$ cat src/rtl/segm_scan_ctrl.sv
// -----------------------------------------------------------------------------
// segm_scan_ctrl
//
// Purpose:
//   Drives a two-digit, common-anode seven-segment display from a 4-bit
//   Gray-code input. The Gray value is synchronized, converted to binary and
//   split into tens/units. Both digits are time-multiplexed on the shared
//   segment lines with a blanking gap between them. A debounced push-button
//   toggles a hold mode that freezes the displayed value.
//
// Parameters:
//   REFRESH_CYCLES  cycles each digit stays lit (>= 1)
//   BLANK_CYCLES    cycles with both anodes off between digits (>= 1)
//   DEB_CYCLES      consecutive stable cycles to accept a new button level (>= 1)
//
// Ports:
//   clk                 system clock, rising edge
//   rst_n               synchronous, active-low reset
//   s[3:0]              Gray-code value, asynchronous to clk
//   bot                 raw push-button, active-high, bouncing
//   a,b,c,d,e,f,g       segments, active-low, registered
//   an0                 units anode, active-low, registered
//   an1                 tens anode, active-low, registered
//   led3..led0          binary value currently displayed (led3 = MSB), registered
//
// Build option:
//   SEGM_LEADING_ZERO_BLANK_EN  when defined, the tens digit slot stays dark
//                               (anode and segments off) while the tens digit
//                               is 0; scan timing is unchanged.
// -----------------------------------------------------------------------------
module segm_scan_ctrl #(
    parameter int REFRESH_CYCLES = 100000,
    parameter int BLANK_CYCLES   = 16,
    parameter int DEB_CYCLES     = 1000000
) (
    input  logic       clk,
    input  logic       rst_n,
    input  logic [3:0] s,
    input  logic       bot,
    output logic       a,
    output logic       b,
    output logic       c,
    output logic       d,
    output logic       e,
    output logic       f,
    output logic       g,
    output logic       an0,
    output logic       an1,
    output logic       led3,
    output logic       led2,
    output logic       led1,
    output logic       led0
);

    // Shared dwell counter must hold the larger of the two load values.
    localparam int CNT_MAX = (REFRESH_CYCLES > BLANK_CYCLES) ? REFRESH_CYCLES : BLANK_CYCLES;
    localparam int CNT_W   = (CNT_MAX > 1) ? $clog2(CNT_MAX) : 1;
    localparam int DEB_W   = (DEB_CYCLES > 1) ? $clog2(DEB_CYCLES) : 1;

    localparam logic [CNT_W-1:0] REFRESH_LOAD = CNT_W'(REFRESH_CYCLES - 1);
    localparam logic [CNT_W-1:0] BLANK_LOAD   = CNT_W'(BLANK_CYCLES - 1);
    localparam logic [DEB_W-1:0] DEB_LAST     = DEB_W'(DEB_CYCLES - 1);

    localparam logic [6:0] SEG_OFF = 7'b1111111;

    typedef enum logic [1:0] {
        SCAN_U  = 2'd0,
        BLANK_U = 2'd1,
        SCAN_T  = 2'd2,
        BLANK_T = 2'd3
    } scan_state_t;

    // Input synchronizers
    logic [3:0] s_meta_reg;
    logic [3:0] s_sync_reg;
    logic       bot_meta_reg;
    logic       bot_sync_reg;

    // Debounce / hold
    logic             deb_level_reg;
    logic [DEB_W-1:0] deb_cnt_reg;
    logic             hold_reg;
    logic [3:0]       frozen_reg;

    // Scan FSM and registered outputs
    scan_state_t      state_reg;
    logic [CNT_W-1:0] cnt_reg;
    logic [6:0]       seg_reg;
    logic             an0_reg;
    logic             an1_reg;
    logic [3:0]       led_reg;

    // Combinational datapath
    logic [3:0] v;
    logic [3:0] dv;
    logic       tens;
    logic [3:0] units;
    logic [6:0] seg_units;
    logic [6:0] seg_tens;
    logic       tens_visible;

    // Gray to binary: each binary bit is the XOR of all Gray bits at or above it.
    genvar gi;
    generate
        for (gi = 0; gi < 4; gi++) begin : g_gray2bin
            assign v[gi] = ^s_sync_reg[3:gi];
        end
    endgenerate

    // Displayed value: the snapshot while holding, the live value otherwise.
    assign dv    = hold_reg ? frozen_reg : v;
    assign tens  = (dv >= 4'd10);
    assign units = tens ? (dv - 4'd10) : dv;

    function automatic logic [6:0] seg_pattern(input logic [3:0] digit);
        logic [6:0] pat;
        case (digit)
            4'd0:    pat = 7'b0000001;
            4'd1:    pat = 7'b1001111;
            4'd2:    pat = 7'b0010010;
            4'd3:    pat = 7'b0000110;
            4'd4:    pat = 7'b1001100;
            4'd5:    pat = 7'b0100100;
            4'd6:    pat = 7'b0100000;
            4'd7:    pat = 7'b0001111;
            4'd8:    pat = 7'b0000000;
            4'd9:    pat = 7'b0000100;
            default: pat = SEG_OFF;
        endcase
        return pat;
    endfunction

    assign seg_units = seg_pattern(units);
    assign seg_tens  = seg_pattern({3'b000, tens});

`ifdef SEGM_LEADING_ZERO_BLANK_EN
    assign tens_visible = tens;
`else
    assign tens_visible = 1'b1;
`endif

    // -------------------------------------------------------------------------
    // Two-flop synchronizers for the asynchronous switch and button inputs
    // -------------------------------------------------------------------------
    always_ff @(posedge clk) begin
        if (!rst_n) begin
            s_meta_reg   <= 4'b0000;
            s_sync_reg   <= 4'b0000;
            bot_meta_reg <= 1'b0;
            bot_sync_reg <= 1'b0;
        end else begin
            s_meta_reg   <= s;
            s_sync_reg   <= s_meta_reg;
            bot_meta_reg <= bot;
            bot_sync_reg <= bot_meta_reg;
        end
    end

    // -------------------------------------------------------------------------
    // Debounce: the accepted level flips only after the synchronized button
    // has disagreed with it for DEB_CYCLES consecutive cycles. Any agreeing
    // cycle restarts the count. A rising accepted level toggles hold, and
    // entering hold captures the value on display in that same cycle.
    // -------------------------------------------------------------------------
    always_ff @(posedge clk) begin
        if (!rst_n) begin
            deb_level_reg <= 1'b0;
            deb_cnt_reg   <= '0;
            hold_reg      <= 1'b0;
            frozen_reg    <= 4'b0000;
        end else if (bot_sync_reg != deb_level_reg) begin
            if (deb_cnt_reg == DEB_LAST) begin
                deb_level_reg <= bot_sync_reg;
                deb_cnt_reg   <= '0;
                if (bot_sync_reg) begin
                    hold_reg <= ~hold_reg;
                    if (!hold_reg) begin
                        frozen_reg <= dv;
                    end
                end
            end else begin
                deb_cnt_reg <= deb_cnt_reg + DEB_W'(1);
            end
        end else begin
            deb_cnt_reg <= '0;
        end
    end

    // -------------------------------------------------------------------------
    // Scan FSM with registered anode/segment/LED outputs. The outputs decode
    // the current state, so they trail the state by one cycle.
    // -------------------------------------------------------------------------
    always_ff @(posedge clk) begin
        if (!rst_n) begin
            state_reg <= SCAN_U;
            cnt_reg   <= REFRESH_LOAD;
            seg_reg   <= SEG_OFF;
            an0_reg   <= 1'b1;
            an1_reg   <= 1'b1;
            led_reg   <= 4'b0000;
        end else begin
            if (cnt_reg == '0) begin
                case (state_reg)
                    SCAN_U: begin
                        state_reg <= BLANK_U;
                        cnt_reg   <= BLANK_LOAD;
                    end
                    BLANK_U: begin
                        state_reg <= SCAN_T;
                        cnt_reg   <= REFRESH_LOAD;
                    end
                    SCAN_T: begin
                        state_reg <= BLANK_T;
                        cnt_reg   <= BLANK_LOAD;
                    end
                    default: begin
                        state_reg <= SCAN_U;
                        cnt_reg   <= REFRESH_LOAD;
                    end
                endcase
            end else begin
                cnt_reg <= cnt_reg - CNT_W'(1);
            end

            case (state_reg)
                SCAN_U: begin
                    an0_reg <= 1'b0;
                    an1_reg <= 1'b1;
                    seg_reg <= seg_units;
                end
                SCAN_T: begin
                    an0_reg <= 1'b1;
                    an1_reg <= ~tens_visible;
                    seg_reg <= tens_visible ? seg_tens : SEG_OFF;
                end
                default: begin
                    an0_reg <= 1'b1;
                    an1_reg <= 1'b1;
                    seg_reg <= SEG_OFF;
                end
            endcase

            led_reg <= dv;
        end
    end

    assign {a, b, c, d, e, f, g} = seg_reg;
    assign an0  = an0_reg;
    assign an1  = an1_reg;
    assign led3 = led_reg[3];
    assign led2 = led_reg[2];
    assign led1 = led_reg[1];
    assign led0 = led_reg[0];

endmodule

$ cat config.mk
export PLATFORM = sky130hd
export DESIGN_NAME = segm_scan_ctrl
export DESIGN_NICKNAME = d
export VERILOG_FILES = /design/src/rtl/segm_scan_ctrl.sv
export SDC_FILE = /design/constraint.sdc
export NUM_CORES = 1
export LEC_CHECK = 0
export ABC_CLOCK_PERIOD_IN_PS = 2400
export BUFFER_PORTS_ARGS = -buffer_cell sky130_fd_sc_hd__buf_2
export CORE_ASPECT_RATIO = 0.9
export CORE_MARGIN = 5
export CORE_UTILIZATION = 45
export CTS_CLUSTER_SIZE = 8
export DETAILED_ROUTE_END_ITERATION = 6
export SYNTH_ARGS = -nofsm -noshare
export SYNTH_HDL_FRONTEND = slang
export SYNTH_SLANG_ARGS = --single-unit
$ cat constraint.sdc
create_clock -name clk -period 2.4 [get_ports clk]
set_clock_uncertainty 0.2 [all_clocks]
set_input_delay 0 -clock clk [delete_from_list [all_inputs] [get_ports clk]]
set_output_delay 0 -clock clk [all_outputs]
set_load 0.01 [all_outputs]
== Yosys cells after proc, flatten, opt, wreduce, memory -nomap -nowiden ==
Memory sizes are Yosys's and may differ from the RTL's.
Cells that the tools add are included.

* Flip-flop bits (word level): 68
* ROM bits: 112
* Input bits: 7
* Output and inout port bits: 13
* Memories: 1

* $add $sub $neg: 3
* Magnitude comparators: 1
* Equal/unequal tests: 4
* Muxes and demuxes: 9
* Bitwise logic cells: 4
* Reductions and logical operators: 10

{| class="wikitable"
|+ Memories
! name !! words !! bits a word !! rd ports !! clocked after Yosys merged registers in !! write ports !! line !! RTL
|-
| (name not given) || 16 || 7 || 1 || 0 || 0 || 117 || <nowiki>case (digit)</nowiki>
|}

{| class="wikitable"
|+ Operators by type and width
! cell !! number
|-
| $mux W17 || 2
|-
| $pmux W7 S2 || 2
|-
| $add A20 B1 Y20 const B || 1
|-
| $eq A20 B20 Y1 const B || 1
|-
| $logic_not A17 Y1 || 1
|-
| $sub A17 B1 Y17 const B || 1
|-
| $mux W4 || 2
|-
| $pmux W2 S3 || 1
|-
| $ge A4 B4 Y1 const B || 1
|-
| $not A1 Y1 || 4
|-
| $reduce_and A4 Y1 || 1
|-
| $reduce_xor A4 Y1 || 1
|-
| $sub A4 B4 Y4 const B || 1
|-
| $reduce_and A3 Y1 || 1
|-
| $reduce_or A3 Y1 || 1
|-
| $reduce_xor A3 Y1 || 1
|-
| $eq A2 B1 Y1 const B || 1
|-
| $eq A2 B2 Y1 const B || 1
|-
| $logic_not A2 Y1 || 1
|-
| $mux W1 || 2
|-
| $reduce_and A2 Y1 || 1
|-
| $reduce_or A2 Y1 || 1
|-
| $reduce_xor A2 Y1 || 1
|-
| $ne A1 B1 Y1 || 1
|}

== Longest topological paths before layout ==
Gate-level depths: netlist (run 1).

* Depth in word-level cells: 6
* Gate-level depth with buffers: 8
* Depth with buffers taken out: 7

== Least setup slack after synthesis (run 1) ==
Ideal clock, no wire load.

* Path kind: reg-to-reg
* From: register cnt_reg[5]
* To: register cnt_reg[13]
* Library setup time: 0.072 ns
* Arrival: 2.085 ns
* Path slack: 0.043 ns
* Stages on the path, launching flop included: 7
* Path buffers: 2
* Clock period less this slack: 2.357 ns
* Cells stage by stage: dfxtp_1 -> or4_1 -> buf_2 -> or4_1 -> buf_2 -> or4_1 -> a21oi_1

* Word-level cells in the longest chain between the ends: 2
* Elaborated cells between the ends (all ways): 3
* Those cells by class: add/sub: 1; mux: 1; reduce/logical: 1

{| class="wikitable"
|+ RTL lines
! what !! line !! RTL
|-
| from (decl) || 87 || <nowiki>logic [CNT_W-1:0] cnt_reg;</nowiki>
|-
| from (signal assigned) || 222 || <nowiki>cnt_reg <= cnt_reg - CNT_W'(1);</nowiki>
|-
| $sub A17 B1 Y17 or $logic_not A17 Y1 (tied branches) || 222, 202 ||
|-
| $mux W17 * || 202 || <nowiki>if (cnt_reg == '0) begin</nowiki>
|}

Mark *: on every way between the ends. The rest lies on a longest branch, timed or not.
A chain may end at the register's enable or synchronous reset.

== Worst setup path after layout (run 1) ==
* From: register cnt_reg[6]
* To: register cnt_reg[13]

The elaborated chain is that of the path after synthesis.

==> run_summary.xml, run 1 <==
<?xml version="1.0" encoding="UTF-8"?>
<metrics>
  <group name="timing">
    <metric name="timing.final.crit_share" unit="%">95.6</metric>
    <metric name="hold_violations" unit="">0</metric>
    <metric name="drv_slew" unit="">0</metric>
    <metric name="final.min_clock_period" unit="ns">2.29</metric>
    <metric name="report.final.setup_viol" unit="">0</metric>
    <metric name="max_slew_margin" unit="%">41.6</metric>
    <metric name="worst_slew_pin_slew" unit="ns">0.867</metric>
    <metric name="achievable-frequency" unit="MHz">436</metric>
    <metric name="rsz0062_at_grt" unit="">no</metric>
    <metric name="setup_ws" unit="ns">0.106</metric>
  </group>
  <group name="worst_setup_path">
    <metric name="max_stage_delay" unit="ns">0.58</metric>
    <metric name="crit_type" unit="">register to register</metric>
    <metric name="crit_fanout" unit="">7</metric>
    <metric name="crit_cells" unit="">4</metric>
    <metric name="reg2regPathDepth" unit="">4</metric>
    <metric name="crit_buf_inv" unit="">0</metric>
    <metric name="reg2reg_from" unit="">cnt_reg[6]</metric>
    <metric name="timing.rr.end" unit="">cnt_reg[13]</metric>
    <metric name="setup.worst_path.end_class" unit="">register</metric>
    <metric name="worstSetupStartpointType" unit="">register</metric>
    <metric name="critical_path.startpoint" unit="">cnt_reg[6]</metric>
    <metric name="timing.critical_path.cells" unit="">or4_1 -&gt; or4_4 -&gt; or4_1 -&gt; a21oi_1</metric>
    <metric name="setup.reg_to_reg.worst_slack" unit="ns">0.11</metric>
    <metric name="setup.worst_path.end" unit="">cnt_reg[13]</metric>
    <metric name="cp_data_arrival_time" unit="ns">2.37</metric>
    <metric name="critical_path_required" unit="ns">2.48</metric>
    <metric name="cell_seen_most_often_among_critical_path_stages" unit="">sky130_fd_sc_hd__or4_1</metric>
    <metric name="cpLargestDelayFamily" unit="">simple AND/OR/NAND/NOR gates</metric>
    <metric name="critPathSlowestCell" unit="">sky130_fd_sc_hd__or4_1</metric>
  </group>
  <group name="cells_and_area">
    <metric name="multi_input_comb_area" unit="µm²">1560</metric>
    <metric name="diodes" unit="">0</metric>
    <metric name="layout-drive-gt1-share" unit="%">18.3</metric>
    <metric name="final_net_count" unit="">398</metric>
    <metric name="areaGrowthSynthToFinish" unit="%">22.0</metric>
    <metric name="fill_cells" unit="">614</metric>
    <metric name="number_of_flip_flops_in_the_largest_register" unit="">20</metric>
    <metric name="register_cell_area_after_layout" unit="µm²">1360</metric>
  </group>
  <group name="pwr">
    <metric name="power" unit="mW">2.45</metric>
    <metric name="vdd_drop_max" unit="mV">0.355</metric>
    <metric name="power_density" unit="nW/µm²">665</metric>
    <metric name="power_leakage" unit="nW">1.37</metric>
  </group>
  <group name="floorplanning">
    <metric name="die_width" unit="µm">96.3</metric>
    <metric name="placeable_core_area" unit="µm²">6550</metric>
    <metric name="rows" unit="">28</metric>
    <metric name="design.die.area" unit="µm²">8450</metric>
    <metric name="floorplan.initialDensity" unit="%">46.1</metric>
    <metric name="die_y" unit="µm">87.7</metric>
    <metric name="top_level_ports" unit="">20</metric>
  </group>
  <group name="yosys">
    <metric name="synth_enable_flop_cells" unit="">0</metric>
    <metric name="synth.avg_cell_area" unit="µm²">8.90</metric>
    <metric name="synthDominantAreaCellType" unit="">sky130_fd_sc_hd__dfxtp_1</metric>
    <metric name="ys_ff_latch" unit="">68</metric>
    <metric name="synth_top_area_share" unit="%">45.1</metric>
    <metric name="synth_sequential_area_ratio" unit="%">45.1</metric>
    <metric name="synth-main-ff-cell" unit="">sky130_fd_sc_hd__dfxtp_1</metric>
    <metric name="asyncSetResetFlopFracSynth" unit="%">0</metric>
    <metric name="yosys-top-cells-area" unit="">sky130_fd_sc_hd__dfxtp_1, sky130_fd_sc_hd__xnor2_1, sky130_fd_sc_hd__nor2_1, sky130_fd_sc_hd__or4_1, sky130_fd_sc_hd__ha_1</metric>
    <metric name="ys_warn_count" unit="">0</metric>
    <metric name="postSynthCellCount" unit="">339</metric>
    <metric name="mappedNetlistNets" unit="">354</metric>
    <metric name="mappedNetlistArea" unit="µm²">3020</metric>
    <metric name="yosysUniqueCellTypes" unit="">43</metric>
  </group>
  <group name="clock_tree">
    <metric name="clk_pin_slew" unit="ns">0.07</metric>
    <metric name="cts_max_level" unit="">3</metric>
    <metric name="cts_tree" unit="">built</metric>
    <metric name="cts_buffer_depth" unit="">2</metric>
    <metric name="cts_num_sinks" unit="">68</metric>
    <metric name="cts_buffers" unit="">9</metric>
    <metric name="worstSkewPairLatency" unit="ns">0.34</metric>
    <metric name="cts-root-buf" unit="">sky130_fd_sc_hd__clkbuf_8</metric>
  </group>
  <group name="place">
    <metric name="numPortBuffers" unit="">19</metric>
    <metric name="dp_slack" unit="ns">-0.00217</metric>
    <metric name="gp_congestion" unit="">0.820</metric>
    <metric name="place.detailed.hpwl" unit="µm">4320</metric>
  </group>
  <group name="global_routing">
    <metric name="first_global_vias" unit="">2324</metric>
    <metric name="grt_first_pass_wirelength" unit="µm">10700</metric>
    <metric name="antenna_found_initial" unit="">0</metric>
    <metric name="grt_util_all_layers" unit="%">16.1</metric>
    <metric name="grt_start_max_net_pins" unit="">21</metric>
    <metric name="grt-ovfl-total" unit="">0</metric>
  </group>
  <group name="detailed_routing">
    <metric name="iter_0_drt_violations" unit="">115</metric>
    <metric name="vias_per_cell" unit="">5.16</metric>
    <metric name="route.detailed.wl_per_inst" unit="µm">12.7</metric>
    <metric name="remaining_drc_errors" unit="">0</metric>
    <metric name="routed_wirelength" unit="µm">6050</metric>
    <metric name="route.vias.total" unit="">2468</metric>
    <metric name="drt_first_pass_iters" unit="">4</metric>
    <metric name="antenna_left" unit="">0</metric>
  </group>
  <group name="run">
    <metric name="max_cap_viol_count" unit="">0</metric>
  </group>
  <group name="min_path">
    <metric name="min_path_cells" unit="">3</metric>
    <metric name="hold_path.class" unit="">input pin to register</metric>
  </group>
  <group name="outcome">
    <metric name="run_status" unit="">finished clean</metric>
  </group>
</metrics>
[Yosys cell counts (2+ instances only)]
library cell,number
sky130_fd_sc_hd__nand3_1,14
sky130_fd_sc_hd__a22oi_1,2
sky130_fd_sc_hd__nor4b_1,2
sky130_fd_sc_hd__inv_1,15
sky130_fd_sc_hd__o21a_1,2
sky130_fd_sc_hd__o21ai_0,15
sky130_fd_sc_hd__nand4_1,8
sky130_fd_sc_hd__a31oi_1,3
sky130_fd_sc_hd__mux2_2,2
sky130_fd_sc_hd__nand2_1,23
sky130_fd_sc_hd__mux2i_1,7
sky130_fd_sc_hd__nand2b_1,2
sky130_fd_sc_hd__and3_1,2
sky130_fd_sc_hd__nor3_1,4
sky130_fd_sc_hd__xor2_1,10
sky130_fd_sc_hd__ha_1,8
sky130_fd_sc_hd__or4_1,15
sky130_fd_sc_hd__a21oi_1,16
sky130_fd_sc_hd__dfxtp_1,68
sky130_fd_sc_hd__or4b_1,2
sky130_fd_sc_hd__o211ai_1,2
sky130_fd_sc_hd__o311ai_0,2
sky130_fd_sc_hd__or2_2,4
sky130_fd_sc_hd__xnor2_1,17
sky130_fd_sc_hd__clkbuf_1,13
sky130_fd_sc_hd__nor2b_1,5
sky130_fd_sc_hd__buf_2,2
sky130_fd_sc_hd__or3_1,4
sky130_fd_sc_hd__and2_1,12
sky130_fd_sc_hd__nor4_1,5
sky130_fd_sc_hd__o31ai_1,11
sky130_fd_sc_hd__nor2_1,31
[power by group]
group          switching [mW]  total [mW]  internal (mW)
logic                  0.0820       0.155         0.0728
clock network           0.438        1.12          0.686
registers              0.0121        1.17           1.16
total                   0.532        2.45           1.92
[stage by stage]
step	area (µm²)	util (%)	hold WS [ns]	TNS [ns]	cells
after floorplan	3020	-	-0.0727	0	339
after global placement	3350	51.1	0.00501	0	455
after detailed placement	3350	51.1	0.00873	-0.00217	455
after CTS	3660	55.9	0.177	0	478
after global routing	3680	56.2	0.192	0	478
final	3680	56.2	0.196	0	478
[cell type report]
cell class,count,area share [%]
clock inverters,7,3.13
well taps,90,3.06
multi-input cells,240,42.4
flip-flops and latches,68,37.0
inverters,15,1.53
repair buffers,49,9.52
clock buffers,9,3.37
[layout by cell type (no fill, tap or decap), drive strengths merged, types with 5 or more instances in the layout]
cell	n
nand4	8
nor4	5
inv	15
nor3	5
nand2	23
buf	42
clkbuf	9
xor2	10
xnor2	17
ha	8
and2	12
mux2i	7
dfxtp	68
or4	15
nor2b	5
o21ai	16
nor2	31
dlygate4sd3	7
a21oi	16
o31ai	11
nand3	14
[tightest hold or removal path, stage by stage]
cell                            delay (ns)
sky130_fd_sc_hd__dlygate4sd3_1        0.52
sky130_fd_sc_hd__buf_2                0.09
sky130_fd_sc_hd__and2_1               0.10
[worst min-delay path by stage]
stage	slack, ns	from	to
final	0.20	s[2]	s_meta_reg[2]
after global routing	0.19	s[1]	s_meta_reg[1]
after detailed placement	0.009	bot	bot_meta_reg
after CTS	0.18	s[2]	s_meta_reg[2]
after floorplan	-0.07	bot	bot_meta_reg
after global placement	0.005	s[2]	s_meta_reg[2]
[metal layers]
metal  vias up  wire length [µm]  track usage, %
met4         0                78            4.97
li1       1286                 -               -
met1      1132              3050            20.9
met3         7               280            5.67
met5         -                 0               0
met2        43              2640            25.0
[repair_timing]
item | 4_1_cts | 5_1_grt
setup endpoints to repair | 1 | 12
setup buffers | 0 | 0
gates cloned | 0 | 0
pin swaps | 0 | 1
gates resized for setup | 1 | 5
hold buffers | 7 | 0
hold endpoints to repair | 20 | 0
[logic make-up (layout without fill, tap and decap cells)]
kind of cell	count (synthesis)	after routing	share of synthesized area, %
multiplexers	9	9	3.07
buffers and inverters	31	80	3.94
AO/OA/AOI/OAI	61	61	12.7
flip-flops	68	68	45.1
AND/OR/NAND/NOR	135	135	24.0
adder cells (fa/ha/maj)	8	8	3.32
XOR/XNOR	27	27	7.84
No activity file was read; power rests on OpenSTA's default activity.
==> run 2, diff against run 1 <==
- CORE_ASPECT_RATIO: 0.9 -> 2
==> run 2 against run 1 <==
  * Core utilization rose by 1.7 points
  * Flip-flop and latch count did not move
  * Combinational power rose by 5%
  * Final cell count rose by 0.42%
  * Count of clock-buffer cells in the layout rose by 1
  * Register-to-register slack barely moved
  * Die area rose by 1.1%
  * Cell area rose by 3.3%
  * Clock power rose by 36%
  * Wire length rose by 12%
  * Non-clock buffer count rose by 4
  * Critical path type unchanged
  * Critical endpoint is now frozen_reg[2]
  * Largest cell class unchanged
==> run_summary.xml, run 2 (synthesis gave the netlist of run 1 again) <==
<?xml version="1.0" encoding="UTF-8"?>
<metrics>
  <group name="worst_setup_path">
    <metric name="setup.reg_to_reg.worst_slack" unit="ns">0.12</metric>
    <metric name="critical_path_required" unit="ns">2.41</metric>
    <metric name="worstSetupStartpointType" unit="">register</metric>
    <metric name="timing.rr.end" unit="">frozen_reg[2]</metric>
    <metric name="cp_data_arrival_time" unit="ns">2.29</metric>
    <metric name="crit_fanout" unit="">5</metric>
    <metric name="reg2reg_from" unit="">deb_cnt_reg[13]</metric>
    <metric name="reg2regPathDepth" unit="">4</metric>
    <metric name="crit_type" unit="">register to register</metric>
    <metric name="setup.worst_path.end_class" unit="">register</metric>
  </group>
  <group name="timing">
    <metric name="drv_slew" unit="">0</metric>
    <metric name="worst_slew_pin_slew" unit="ns">0.882</metric>
    <metric name="timing.final.crit_share" unit="%">95.2</metric>
    <metric name="achievable-frequency" unit="MHz">438</metric>
    <metric name="max_slew_margin" unit="%">40.6</metric>
    <metric name="final.min_clock_period" unit="ns">2.28</metric>
    <metric name="report.final.setup_viol" unit="">0</metric>
    <metric name="hold_violations" unit="">0</metric>
    <metric name="rsz0062_at_grt" unit="">no</metric>
    <metric name="tns" unit="ns">0</metric>
  </group>
  <group name="detailed_routing">
    <metric name="route.vias.total" unit="">2533</metric>
    <metric name="route.detailed.wl_per_inst" unit="µm">14.2</metric>
    <metric name="antenna_left" unit="">0</metric>
    <metric name="iter_0_drt_violations" unit="">107</metric>
    <metric name="vias_per_cell" unit="">5.28</metric>
    <metric name="routed_wirelength" unit="µm">6790</metric>
    <metric name="drt_first_pass_iters" unit="">4</metric>
    <metric name="remaining_drc_errors" unit="">0</metric>
  </group>
  <group name="outcome">
    <metric name="run_status" unit="">finished clean</metric>
  </group>
  <group name="global_routing">
    <metric name="antenna_found_initial" unit="">0</metric>
    <metric name="grt-ovfl-total" unit="">0</metric>
    <metric name="grt_util_all_layers" unit="%">17.8</metric>
    <metric name="grt_start_max_net_pins" unit="">31</metric>
    <metric name="grt_first_pass_wirelength" unit="µm">11400</metric>
    <metric name="first_global_vias" unit="">2463</metric>
  </group>
  <group name="floorplanning">
    <metric name="placeable_core_area" unit="µm²">6570</metric>
    <metric name="design.die.area" unit="µm²">8540</metric>
    <metric name="top_level_ports" unit="">20</metric>
    <metric name="die_width" unit="µm">67.9</metric>
    <metric name="rows" unit="">42</metric>
    <metric name="die_y" unit="µm">126</metric>
    <metric name="floorplan.initialDensity" unit="%">45.9</metric>
  </group>
  <group name="cells_and_area">
    <metric name="mostFrequentLayoutCells" unit="">sky130_fd_sc_hd__dfxtp_1, sky130_fd_sc_hd__nor2_1, sky130_fd_sc_hd__buf_4</metric>
    <metric name="final_net_count" unit="">402</metric>
    <metric name="layout-drive-gt1-share" unit="%">19.6</metric>
    <metric name="layout.core_utilization" unit="%">57.9</metric>
    <metric name="areaGrowthSynthToFinish" unit="%">26.0</metric>
    <metric name="final_common_cell" unit="">sky130_fd_sc_hd__dfxtp_1</metric>
    <metric name="number_of_flip_flops_in_the_largest_register" unit="">20</metric>
    <metric name="diodes" unit="">0</metric>
  </group>
  <group name="pwr">
    <metric name="power_leakage" unit="nW">1.44</metric>
    <metric name="vdd_drop_max" unit="mV">0.490</metric>
    <metric name="power_density" unit="nW/µm²">751</metric>
  </group>
  <group name="run">
    <metric name="max_cap_viol_count" unit="">0</metric>
  </group>
  <group name="place">
    <metric name="numPortBuffers" unit="">19</metric>
    <metric name="place.detailed.hpwl" unit="µm">5040</metric>
    <metric name="gp_congestion" unit="">0.801</metric>
  </group>
  <group name="clock_tree">
    <metric name="cts_num_sinks" unit="">68</metric>
    <metric name="cts_buffer_depth" unit="">2</metric>
    <metric name="cts_buffers" unit="">9</metric>
    <metric name="clk_pin_slew" unit="ns">0.05</metric>
    <metric name="cts-root-buf" unit="">sky130_fd_sc_hd__clkbuf_16</metric>
    <metric name="cts_max_level" unit="">3</metric>
    <metric name="worstSkewPairLatency" unit="ns">0.33</metric>
    <metric name="post_cts.repair.setup_buffers" unit="">0</metric>
    <metric name="cts_tree" unit="">built</metric>
  </group>
  <group name="min_path">
    <metric name="hold_path.class" unit="">register to register</metric>
    <metric name="hold_start" unit="">cnt_reg[0]</metric>
    <metric name="holdPathEnd" unit="">cnt_reg[0]</metric>
    <metric name="min_path_cells" unit="">1</metric>
  </group>
</metrics>
[run 2: cell count changes in the layout (fill, tap and decap cells not counted), sizes merged]
cell         before  now
buf              42   47
clkbuf            9   10
clkinvlp          2    1
dlygate4sd3       7    6
[run 2: critical path, stage by stage (launching register included)]
cell and delay [ns]:
sky130_fd_sc_hd__dfxtp_1 0.31, sky130_fd_sc_hd__or4b_1 0.49, sky130_fd_sc_hd__or4_1 0.42, sky130_fd_sc_hd__or4_1 0.57, sky130_fd_sc_hd__mux2i_1 0.17
[run 2: layout make-up]
cell class	instances	area, µm²
well taps	88	110
multi-input cells	240	1560
clock buffers	10	239
fillers	608	2770
repair buffers	53	365
inverters	15	56.3
clock inverters	6	111
flip-flops and latches	68	1360
[run 2: timing repair]
item,CTS,global route
endpoints found under the hold margin,15,0
gates resized for setup,0,6
hold buffers,6,0
endpoints found under the setup margin,0,4
[run 2: metrics by stage]
stage	total power [mW]	worst slack, ns	hold slack [ns]	area (µm²)	cells
after floorplan	1.29	0.0429	-0.0727	3020	339
after global placement	1.35	0.0857	0.00637	3370	458
after detailed placement	1.35	0.0513	0.00814	3370	458
after CTS	2.89	0.0437	0.200	3780	480
after global routing	2.97	0.000612	0.216	3800	480
final	2.86	0.115	0.208	3800	480
[run 2: worst max path at each step]
| stage | to | from | slack [ns] |
|---|---|---|---|
| 4_1_cts | cnt_reg[13] | cnt_reg[5] | 0.04 |
| 5_1_grt | frozen_reg[3] | deb_cnt_reg[13] | 0.0006 |
| 3_3_place_gp | cnt_reg[10] | cnt_reg[5] | 0.09 |
| 3_5_place_dp | cnt_reg[13] | cnt_reg[5] | 0.05 |
| 2_1_floorplan | cnt_reg[13] | cnt_reg[5] | 0.04 |
| 6_report | frozen_reg[2] | deb_cnt_reg[13] | 0.12 |
[run 2: report_power, final]
part	internal [mW]	total, mW	switching, mW
clock	1.04	1.52	0.479
combinational	0.0735	0.163	0.0898
sequential	1.16	1.17	0.0126
total	2.27	2.86	0.581
[run 2: metal layers]
layer / GRT usage (%) / routed length, µm
met1: 17.7 / 2490
met2: 32.3 / 3920
met3: 4.28 / 186
met4: 9.03 / 201
met5: 0 / 0
